**src/rtl/mdu_pkg.sv**
```systemverilog
// Shared encodings and widths for the iterative multiply/divide unit.
package mdu_pkg;

  localparam int MDU_WIDTH = 32;

  typedef enum logic [1:0] {
    MDU_MUL  = 2'b00,
    MDU_DIV  = 2'b01,
    MDU_MTHI = 2'b10,
    MDU_MTLO = 2'b11
  } mdu_op_e;

  typedef enum logic [1:0] {
    S_IDLE = 2'b00,
    S_MUL  = 2'b01,
    S_DIV  = 2'b10,
    S_FIX  = 2'b11
  } mdu_state_e;

endpackage

```
**src/rtl/mdu_sign_fix.sv**
```systemverilog
// Conditional two's-complement negation, used for operand magnitudes and result sign correction.
module mdu_sign_fix #(
  parameter int W = 32
) (
  input  logic [W-1:0] val_i,
  input  logic         neg_i,
  output logic [W-1:0] res_o
);

  assign res_o = neg_i ? (~val_i + W'(1)) : val_i;

endmodule

```
**src/rtl/mul_div_unit.sv**
```systemverilog
// Iterative MULT/DIV unit with HI/LO pair: 32 shift-add or restoring shift-subtract steps,
// then one sign-fix cycle. MTHI/MTLO write HI/LO directly from A.
//
// state | meaning
// IDLE  | waiting for Start; MTHI/MTLO handled here
// MUL   | one partial product per cycle on unsigned magnitudes
// DIV   | one quotient bit per cycle on unsigned magnitudes
// FIX   | apply sign correction, write HI/LO, pulse Done
module mul_div_unit
  import mdu_pkg::*;
#(
  parameter int WIDTH = MDU_WIDTH,
  parameter int CNT_W = 5
) (
  input  logic             clk,
  input  logic             reset,
  input  logic             Start,
  input  logic [1:0]       Op,
  input  logic             Signed,
  input  logic [WIDTH-1:0] A,
  input  logic [WIDTH-1:0] B,
  output logic             Busy,
  output logic             Done,
  output logic             DivByZero,
  output logic [WIDTH-1:0] Hi,
  output logic [WIDTH-1:0] Lo
);

  mdu_state_e           state_q, state_d;
  logic [CNT_W-1:0]     cnt_q, cnt_d;
  logic [2*WIDTH-1:0]   work_q, work_d;
  logic [WIDTH-1:0]     opnd_q, opnd_d;
  logic [WIDTH-1:0]     hi_q, hi_d, lo_q, lo_d;
  logic                 neg_res_q, neg_res_d, neg_rem_q, neg_rem_d;
  logic                 is_div_q, is_div_d, dbz_pend_q, dbz_pend_d;
  logic                 dbz_q, dbz_d, done_q, done_d;

  logic                 a_neg, b_neg, launch, div_ge;
  logic [WIDTH-1:0]     mag_a, mag_b, quo_fix, rem_fix, div_diff;
  logic [2*WIDTH-1:0]   prod_fix;
  logic [WIDTH:0]       mul_sum, div_tmp;

  assign a_neg = Signed & A[WIDTH-1];
  assign b_neg = Signed & B[WIDTH-1];

  mdu_sign_fix #(.W(WIDTH))   u_mag_a (.val_i(A), .neg_i(a_neg), .res_o(mag_a));
  mdu_sign_fix #(.W(WIDTH))   u_mag_b (.val_i(B), .neg_i(b_neg), .res_o(mag_b));
  mdu_sign_fix #(.W(2*WIDTH)) u_prod  (.val_i(work_q), .neg_i(neg_res_q), .res_o(prod_fix));
  mdu_sign_fix #(.W(WIDTH))   u_quo   (.val_i(work_q[WIDTH-1:0]), .neg_i(neg_res_q), .res_o(quo_fix));
  mdu_sign_fix #(.W(WIDTH))   u_rem   (.val_i(work_q[2*WIDTH-1:WIDTH]), .neg_i(neg_rem_q), .res_o(rem_fix));

  // work_q holds {accumulator, multiplier} for MUL and {remainder, quotient} for DIV
  assign mul_sum  = {1'b0, work_q[2*WIDTH-1:WIDTH]} + {1'b0, opnd_q};
  assign div_tmp  = {work_q[2*WIDTH-1:WIDTH], work_q[WIDTH-1]};
  assign div_ge   = div_tmp >= {1'b0, opnd_q};
  assign div_diff = div_tmp[WIDTH-1:0] - opnd_q;

  // Arithmetic starts are also taken in FIX so back-to-back ops keep Busy high
  assign launch = Start && (Op == MDU_MUL || Op == MDU_DIV) &&
                  (state_q == S_IDLE || state_q == S_FIX);

  always_comb begin
    state_d    = state_q;
    cnt_d      = cnt_q;
    work_d     = work_q;
    opnd_d     = opnd_q;
    hi_d       = hi_q;
    lo_d       = lo_q;
    neg_res_d  = neg_res_q;
    neg_rem_d  = neg_rem_q;
    is_div_d   = is_div_q;
    dbz_pend_d = dbz_pend_q;
    dbz_d      = dbz_q;
    done_d     = 1'b0;

    case (state_q)
      S_IDLE: begin
        if (Start && Op == MDU_MTHI) begin
          hi_d   = A;
          done_d = 1'b1;
          dbz_d  = 1'b0;
        end else if (Start && Op == MDU_MTLO) begin
          lo_d   = A;
          done_d = 1'b1;
          dbz_d  = 1'b0;
        end
      end
      S_MUL: begin
        work_d = work_q[0] ? {mul_sum, work_q[WIDTH-1:1]} : {1'b0, work_q[2*WIDTH-1:1]};
        cnt_d  = cnt_q + 1'b1;
        if (cnt_q == CNT_W'(WIDTH-1)) state_d = S_FIX;
      end
      S_DIV: begin
        work_d = div_ge ? {div_diff, work_q[WIDTH-2:0], 1'b1}
                        : {div_tmp[WIDTH-1:0], work_q[WIDTH-2:0], 1'b0};
        cnt_d  = cnt_q + 1'b1;
        if (cnt_q == CNT_W'(WIDTH-1)) state_d = S_FIX;
      end
      S_FIX: begin
        // Divide-by-zero leaves |A| in the remainder, so rem_fix restores A itself
        if (is_div_q) begin
          hi_d = rem_fix;
          lo_d = dbz_pend_q ? '1 : quo_fix;
        end else begin
          {hi_d, lo_d} = prod_fix;
        end
        dbz_d   = dbz_pend_q;
        done_d  = 1'b1;
        state_d = S_IDLE;
      end
      default: state_d = S_IDLE;
    endcase

    if (launch) begin
      state_d    = (Op == MDU_MUL) ? S_MUL : S_DIV;
      is_div_d   = (Op == MDU_DIV);
      work_d     = {{WIDTH{1'b0}}, (Op == MDU_MUL) ? mag_b : mag_a};
      opnd_d     = (Op == MDU_MUL) ? mag_a : mag_b;
      neg_res_d  = a_neg ^ b_neg;
      neg_rem_d  = a_neg;
      dbz_pend_d = (Op == MDU_DIV) && (B == '0);
      cnt_d      = '0;
      if (state_q == S_IDLE) dbz_d = 1'b0;
    end
  end

  always_ff @(posedge clk) begin
    if (reset) begin
      state_q    <= S_IDLE;
      cnt_q      <= '0;
      work_q     <= '0;
      opnd_q     <= '0;
      hi_q       <= '0;
      lo_q       <= '0;
      neg_res_q  <= 1'b0;
      neg_rem_q  <= 1'b0;
      is_div_q   <= 1'b0;
      dbz_pend_q <= 1'b0;
      dbz_q      <= 1'b0;
      done_q     <= 1'b0;
    end else begin
      state_q    <= state_d;
      cnt_q      <= cnt_d;
      work_q     <= work_d;
      opnd_q     <= opnd_d;
      hi_q       <= hi_d;
      lo_q       <= lo_d;
      neg_res_q  <= neg_res_d;
      neg_rem_q  <= neg_rem_d;
      is_div_q   <= is_div_d;
      dbz_pend_q <= dbz_pend_d;
      dbz_q      <= dbz_d;
      done_q     <= done_d;
    end
  end

  assign Busy      = (state_q != S_IDLE);
  assign Done      = done_q;
  assign DivByZero = dbz_q;
  assign Hi        = hi_q;
  assign Lo        = lo_q;

endmodule

```
**config.mk**
```make
export PLATFORM = sky130hd
export DESIGN_NAME = mul_div_unit
export DESIGN_NICKNAME = d
export VERILOG_FILES = /design/src/rtl/mdu_pkg.sv /design/src/rtl/mdu_sign_fix.sv /design/src/rtl/mul_div_unit.sv
export SDC_FILE = /design/constraint.sdc
export NUM_CORES = 1
export LEC_CHECK = 0
export CAP_MARGIN = 40
export CORE_ASPECT_RATIO = 1.25
export CORE_MARGIN = 2
export CORE_UTILIZATION = 30
export CTS_BUF_LIST = sky130_fd_sc_hd__clkbuf_2
export CTS_CLUSTER_SIZE = 28
export DETAILED_ROUTE_END_ITERATION = 16
export GPL_TIMING_DRIVEN = 0
export SKIP_LAST_GASP = 1
export SLEW_MARGIN = 40
export SYNTH_ARGS = -nofsm -noshare
export SYNTH_HDL_FRONTEND = slang
export SYNTH_SLANG_ARGS = --single-unit
```
**constraint.sdc**
```tcl
create_clock -name clk -period 4.32 [get_ports clk]
set_input_delay 0.864 -clock clk [delete_from_list [all_inputs] [get_ports clk]]
set_output_delay 0.864 -clock clk [all_outputs]
set_load 0.05 [all_outputs]
```
==> metrics.txt, run 1 <==
final worst slack 0.0278 ns; fin crit period 4.29 ns; status completed; VDD IR max 200 uV; Remaining DRCs 0; Avg Inst Size Synth 7.09 sq um; Hold Path Class reg2reg; Max stage delay on crit path 0.74 ns; placed instance count 2937; Detailed Route WL 73.7 mm; cts hold-fix bufs 0; number of H-tree levels 4; initial antenna violation count 2; Initial Util 0.302; post-synthesis cell count 2144; GR Util All Layers 0.273; chip width 205 um; Cell Area, Placed 17400 sq um; footprint of the multi-input gates 10900 sq um; number of global-route vias before repair 16571; Post-Syn Nets 2290; #FFs+latches synth 173; crit path max fanout 19; Final Setup Violations 0; vias 17410; top_reg_cell synth dfxtp_1; ys async rst share 0; ANT nets after route 0; Max-Cap Viols 0; Final Hold Viols 0; Final HPWL DP 59.7 mm; CP top delay family buffers and inverters; Critical Path AT 5.12 ns; RePlAce Congestion 0.994; WL/cell 24.8 um; register area share after synthesis 0.228; worst path buffer plus inverter count 3; register area 3460 sq um; CP startpoint kind register; synth unique cells 75; Die Area 52500 sq um; clk_skew 0.0621 ns; Setup WS pre-CTS -0.568 ns; TritonRoute pass-1 iters 6; worst hold margin 0.476 ns; Critical Path RT 5.14 ns; Layout Nets roughly 2400; Root Driver clkbuf_2; Hold Crit Start Lo[1]$_SDFFE_PP0P_; Leak 6.38 nW; share of cells above drive strength 1 0.0303; core area 50300 sq um; row count 92; Final Non-Filler Cells just under 3000; Setup CP Type reg2reg; crit-path cells clkbuf_1, clkinvlp_4, ha_1, nand4b_1, nand2b_1, o31ai_2, buf_2, o21ai_0, xor2_1, mux2i_1, a211oi_1; CTS buffer count 17; max frequency approximately 230 MHz; setup TNS 0 ns; TritonCTS clock tree yes; fin. max-slew vios 0; # port buffers about 140; maximum clock insertion buffer count 2; I/O pins about 140; Syn. warnings 0; Cell Area, Synth 15200 sq um; pwr dens roughly 320 nW/um^2; die height approximately 260 um; Worst-Margin Slew 0.863 ns; DRT iter0 DRCs 1662; Reg clk slew, reported paths 0.29 ns; Worst path slowest cell clkinvlp_4; worst r2r src work_q[0]$_SDFFE_PP0P_; Core Util, Final 0.352; # fillers 5400; Pwr Total 5.70 mW; area grow syn2layout 16.4%; Relative slew margins 0.422; beginning of the critical path work_q[0]$_SDFFE_PP0P_; largest net degree at the start of global routing 20; cell area after layout 17700 sq um; first-pass GRT wire length 107 mm; EDFF count, synth 0; Worst-Skew Late Latency 0.90 ns; via/cell ratio 5.86; Setup crit end kind register; fin crit share 0.994; RSZ-0062 raised after global routing no; Clock Sinks 173; total grt overflow 0
[path summary, 6_finish.rpt]
check                             end  slack [ns]  cells after the start
hold reg to reg    Lo[1]$_SDFFE_PP0P_        0.48                      2
hold / removal     Lo[1]$_SDFFE_PP0P_        0.48                      2
setup / recovery  Hi[14]$_SDFFE_PP0P_        0.03                     11
setup reg to reg  Hi[14]$_SDFFE_PP0P_        0.03                     11
[flip-flops by register name, indices dropped and copies added, names as in the netlist, 2 cells and up]
register	count
work_q	64
Hi	32
Lo	32
opnd_q	32
cnt_q	5
state_q	2
[Yosys cell counts, types with 7 or more instances]
library cell / number / area (sq um)
a211oi_1: 67 / 503
a2111oi_0: 34 / 298
mux2i_1: 22 / 220
nor3_1: 42 / 210
xor2_1: 58 / 508
o31ai_1: 31 / 233
nand3_1: 58 / 290
and2_1: 11 / 68.8
o41ai_1: 10 / 87.6
o211ai_1: 50 / 375
o21a_1: 7 / 52.6
a32o_1: 7 / 70.1
ha_1: 74 / 926
o211a_1: 15 / 150
dfxtp_1: 173 / 3460
or3_1: 17 / 106
nor2_1: 241 / 905
clkbuf_1: 157 / 589
a21o_1: 24 / 180
nand2b_1: 15 / 93.8
nor2b_1: 14 / 87.6
inv_1: 75 / 282
and3_1: 12 / 75.1
nor4_1: 12 / 75.1
a31oi_1: 31 / 194
a211o_1: 15 / 131
o21ai_0: 136 / 681
o221ai_1: 20 / 175
a311oi_1: 9 / 78.8
a21oi_1: 201 / 1010
nand2_1: 252 / 946
xnor2_1: 116 / 1020
nand4_1: 14 / 87.6
o32ai_1: 8 / 70.1
or4_1: 21 / 158
[area by class of cell]
class | instances | share of cell area
diodes | 2 | 0.000283
plain buffers | 167 | 0.0368
clock inverters | 15 | 0.0104
clock buffers | 17 | 0.00481
inverters | 76 | 0.0163
repair buffers | 135 | 0.0763
flip-flops and latches | 173 | 0.196
multi-input cells | 1727 | 0.613
well taps | 658 | 0.0465
[timing repair]
item                                    4_1_cts  5_1_grt
resized for setup                             5        2
endpoints found under the setup margin       29       18
pin swaps                                     0        0
buffers inserted                              0        0
[power breakdown]
part / internal, mW / leakage [nW] / total [mW] / switching [mW]
registers: 1.73 / 1.41 / 1.94 / 0.212
logic: 0.902 / 4.81 / 2.74 / 1.84
clock network: 0.335 / 0.156 / 1.01 / 0.678
total: 2.97 / 6.38 / 5.70 / 2.73
[cells by family (layout without fill, tap and decap cells)]
| group | after synthesis | count (layout) | synth area share |
|---|---|---|---|
| and+or+nand+nor | 733 | 733 | 0.217 |
| AOI/OAI and AO/OA | 718 | 718 | 0.313 |
| buffers and inverters | 244 | 410 | 0.0615 |
| xor gates and xnor gates | 174 | 174 | 0.100 |
| DFF | 173 | 173 | 0.228 |
| adders and majority gates | 76 | 76 | 0.0635 |
| muxes | 26 | 26 | 0.0174 |
| other | 0 | 2 | 0 |
[routing by layer]
metal,vias to the layer above,share of wire,track usage
li1,8115,-,-
met1,8302,0.39,0.326
met2,794,0.47,0.462
met3,199,0.062,0.0313
met4,0,0.073,0.171
met5,-,0,0
[worst reg2reg max path: cells and delay by family, from the launching register on]
family | cells | cell delay (ns)
AOI/OAI and AO/OA | 3 | 0.61
xor gates and xnor gates | 1 | 0.33
adders and majority gates | 1 | 0.51
buffers and inverters | 3 | 1.65
DFF | 1 | 0.36
muxes | 1 | 0.20
and+or+nand+nor | 2 | 0.62
[cell usage in the layout (no fill, tap or decap), types with 50 or more instances in the layout]
cell type,netlist,layout
nand2_1,252,252
a21oi_1,201,201
clkbuf_1,157,152
inv_1,75,75
nand3_1,58,58
xnor2_1,116,116
ha_1,74,74
clkdlybuf4s50_1,0,135
nor2_1,241,240
dfxtp_1,173,173
o21ai_0,136,136
xor2_1,58,58
o211ai_1,50,50
a211oi_1,67,66
No activity file was read; power rests on OpenSTA's default activity.
==> run 2, diff against run 1 <==
CORE_MARGIN = 5   (was 2)
==> run 2 against run 1 <==
Net effect:
- setup slack better by 0.13 ns
- via count up 0.50%
- total power shrank 1.2%
- critical path type unchanged
==> metrics.txt, run 2 (synthesized netlist as in run 1, its figures left out) <==
status completed (unchanged); WL/cell 25.5 um (was 24.8 um); Final HPWL DP 61.4 mm (was 59.7 mm); RSZ-0062 raised after global routing no (unchanged); DRT iter0 DRCs 1613 (was 1662); worst r2r src work_q[38]$_SDFFE_PP0P_ (was work_q[0]$_SDFFE_PP0P_); Critical Path AT 4.99 ns (was 5.12 ns); max frequency 240 MHz (was 233 MHz); Remaining DRCs 0 (unchanged); first-pass GRT wire length 108 mm (was 107 mm); Setup crit end kind register (unchanged); initial antenna violation count 1 (was 2); Reg clk slew, reported paths 0.34 ns (was 0.29 ns); via/cell ratio 5.89 (was 5.86); TritonCTS clock tree yes (unchanged); Max-Cap Viols 0 (unchanged); worst hold endpoint Lo[8]$_SDFFE_PP0P_ (was Lo[1]$_SDFFE_PP0P_); worst path buffer plus inverter count 1 (was 3); Final Non-Filler Cells 2970 (unchanged); crit path max fanout 10 (was 19); cell area after layout 17700 sq um (about the same); Clock Sinks 173 (unchanged); Root Driver clkbuf_2 (unchanged); fin crit period 4.16 ns (was 4.29 ns); Leak 6.37 nW (was 6.38 nW); GR Util All Layers 0.259 (was 0.273); RR Endpoint work_q[60]$_SDFFE_PP0P_ (was Hi[14]$_SDFFE_PP0P_); flop2flop setup slack 0.16 ns (was 0.03 ns); fin. max-slew vios 0 (unchanged); Die Area 55300 sq um (was 52500 sq um); TritonRoute pass-1 iters 6 (unchanged); chip width 211 um (was 205 um); Critical Path RT 5.15 ns (was 5.14 ns); Relative slew margins 0.435 (was 0.422); Clock Power Share 0.162 (was 0.178); Initial Util 0.302 (unchanged); post-CTS setup buffer count 0 (unchanged); Detailed Route WL 75.6 mm (was 73.7 mm); Max stage delay on crit path 0.65 ns (was 0.74 ns); row count 92 (unchanged); I/O pins 137 (unchanged); most common cell after layout, fill and taps aside nand2_1 (unchanged); cts hold-fix bufs 0 (unchanged); number of H-tree levels 4 (unchanged); Power Internal 2.83 mW (was 2.97 mW); core area 50300 sq um (unchanged); Pwr Total 5.64 mW (was 5.70 mW); Worst-Skew Late Latency 0.93 ns (was 0.90 ns); Largest Register work_q (unchanged); RePlAce Congestion 0.967 (was 0.994); Worst-Margin Slew 0.848 ns (was 0.863 ns); Hold Path Class reg2reg (unchanged); CTS buffer count 17 (unchanged); setup TNS 0 ns (unchanged); Seq pwr share 0.345 (was 0.341); total grt overflow 0 (unchanged); Core Util, Final 0.352 (about the same); CP top delay family compound AO/OA/AOI/OAI gates (was buffers and inverters); Register-to-Register Path Depth 11 (unchanged); ANT nets after route 0 (unchanged); vias 17497 (was 17410); Comb pwr share 0.493 (was 0.481); number of flip-flops in the largest register 64 (unchanged); Setup CP Type reg2reg (unchanged); VDD IR max 159 uV (was 200 uV); Min-Delay Path Depth 2 (unchanged); Final Setup Violations 0 (unchanged); most frequent cells in the layout 252 x nand2_1, 240 x nor2_1, 200 x a21oi_1 (was 252 x nand2_1, 240 x nor2_1, 201 x a21oi_1); Final Hold Viols 0 (unchanged); CP startpoint kind register (unchanged); placed instance count 2937 (unchanged); pwr dens 319 nW/um^2 (was 322 nW/um^2); die height 262 um (was 256 um); crit-path cells ha_1, nand2_1, nor3_1, nand2_1, a21oi_2, a211oi_2, a31o_2, nand2_1, clkbuf_1, a32oi_1, a22o_1 (was clkbuf_1, clkinvlp_4, ha_1, nand4b_1, nand2b_1, o31ai_2, buf_2, o21ai_0, xor2_1, mux2i_1, a211oi_1); largest net degree at the start of global routing 20 (unchanged); number of global-route vias before repair 16409 (was 16571); share of cells above drive strength 1 0.0333 (was 0.0303); Cell Area, Placed 17400 sq um (about the same); switch share 0.499 (was 0.479); Sw Pwr 2.81 mW (was 2.73 mW); area grow syn2layout 16.3% (was 16.4%); clk_skew 0.0788 ns (was 0.0621 ns); maximum clock insertion buffer count 2 (unchanged); Layout Nets 2444 (was 2443); Hold Crit Start Lo[8]$_SDFFE_PP0P_ (was Lo[1]$_SDFFE_PP0P_); # port buffers 135 (unchanged); Worst path slowest cell clkbuf_1 (was clkinvlp_4); most repeated library cell on the critical path nand2_1; fin crit share 0.963 (was 0.994)
-- run 2: cell count changes in the layout (fill, tap and decap cells not counted), moves of 2 or more --
| cell | delta |
|---|---|
| dfxtp_2 | +3 |
| dfxtp_1 | -3 |
| inv_6 | +3 |
| clkinv_8 | +2 |
| clkinv_4 | -2 |
| bufinv_16 | -3 |
| clkinv_1 | -2 |
-- run 2: area by class of cell --
class | instances | area (sq um)
fillers | 5453 | 32600
multi-input cells | 1727 | 10900
flip-flops and latches | 173 | 3470
repair buffers | 136 | 1360
well taps | 658 | 823
plain buffers | 167 | 652
inverters | 76 | 287
clock inverters | 15 | 146
clock buffers | 17 | 85.1
diodes | 1 | 2.50
-- run 2: per-layer routing --
layer,global-route usage,vias up,wire length (um)
met1,0.312,8418,30000
li1,-,8104,-
met4,0.156,0,5290
met5,0,-,0
met3,0.0295,187,4370
met2,0.445,788,36000
-- run 2: power by group through the flow --
stage	combinational [mW]	sequential (mW)	clock [mW]
finish	2.78	1.94	0.916
global route	2.96	1.95	0.986
CTS	2.72	1.94	0.929
detailed placement	2.70	1.97	0
global placement	2.67	1.96	0
floorplan	1.60	2.01	0
-- run 2: worst max path at each step --
stage | startpoint | endpoint | slack [ns] | cells past startpoint
finish | work_q[38]$_SDFFE_PP0P_ | work_q[60]$_SDFFE_PP0P_ | 0.16 | 11
global route | opnd_q[8]$_SDFFE_PP0P_ | work_q[42]$_SDFFE_PP0P_ | 0.06 | 12
CTS | work_q[45]$_SDFFE_PP0P_ | work_q[58]$_SDFFE_PP0P_ | 0.06 | 10
detailed placement | work_q[43]$_SDFFE_PP0P_ | work_q[49]$_SDFFE_PP0P_ | -0.37 | 10
global placement | opnd_q[8]$_SDFFE_PP0P_ | work_q[48]$_SDFFE_PP0P_ | -0.47 | 12
floorplan | B[4] | work_q[27]$_SDFFE_PP0P_ | 1.04 | 10
-- run 2: timing repair --
action / CTS / global route
gates cloned: 0 / 0
gates resized for setup: 4 / 9
setup endpoints to repair: 30 / 22
-- run 2: tightest hold or removal path, stage by stage, from the launching register on --
cell and delay (ns):
dfxtp_1 0.38, nand2_1 0.05, a21oi_1 0.05
-- run 2: stage by stage --
| step | setup slack [ns] | hold slack (ns) |
|---|---|---|
| after CTS | 0.0648 | 0.479 |
| after global routing | 0.0588 | 0.492 |
| after floorplan | 1.04 | 0.449 |
| final | 0.161 | 0.474 |
| after detailed placement | -0.373 | 0.451 |
| after global placement | -0.472 | 0.447 |
==> run 3, diff against run 2 <==
CTS_CLUSTER_DIAMETER = 80   (was default)
==> results of run 3 <==
The final DEF is identical to that of run 2; final timing and power are the same.
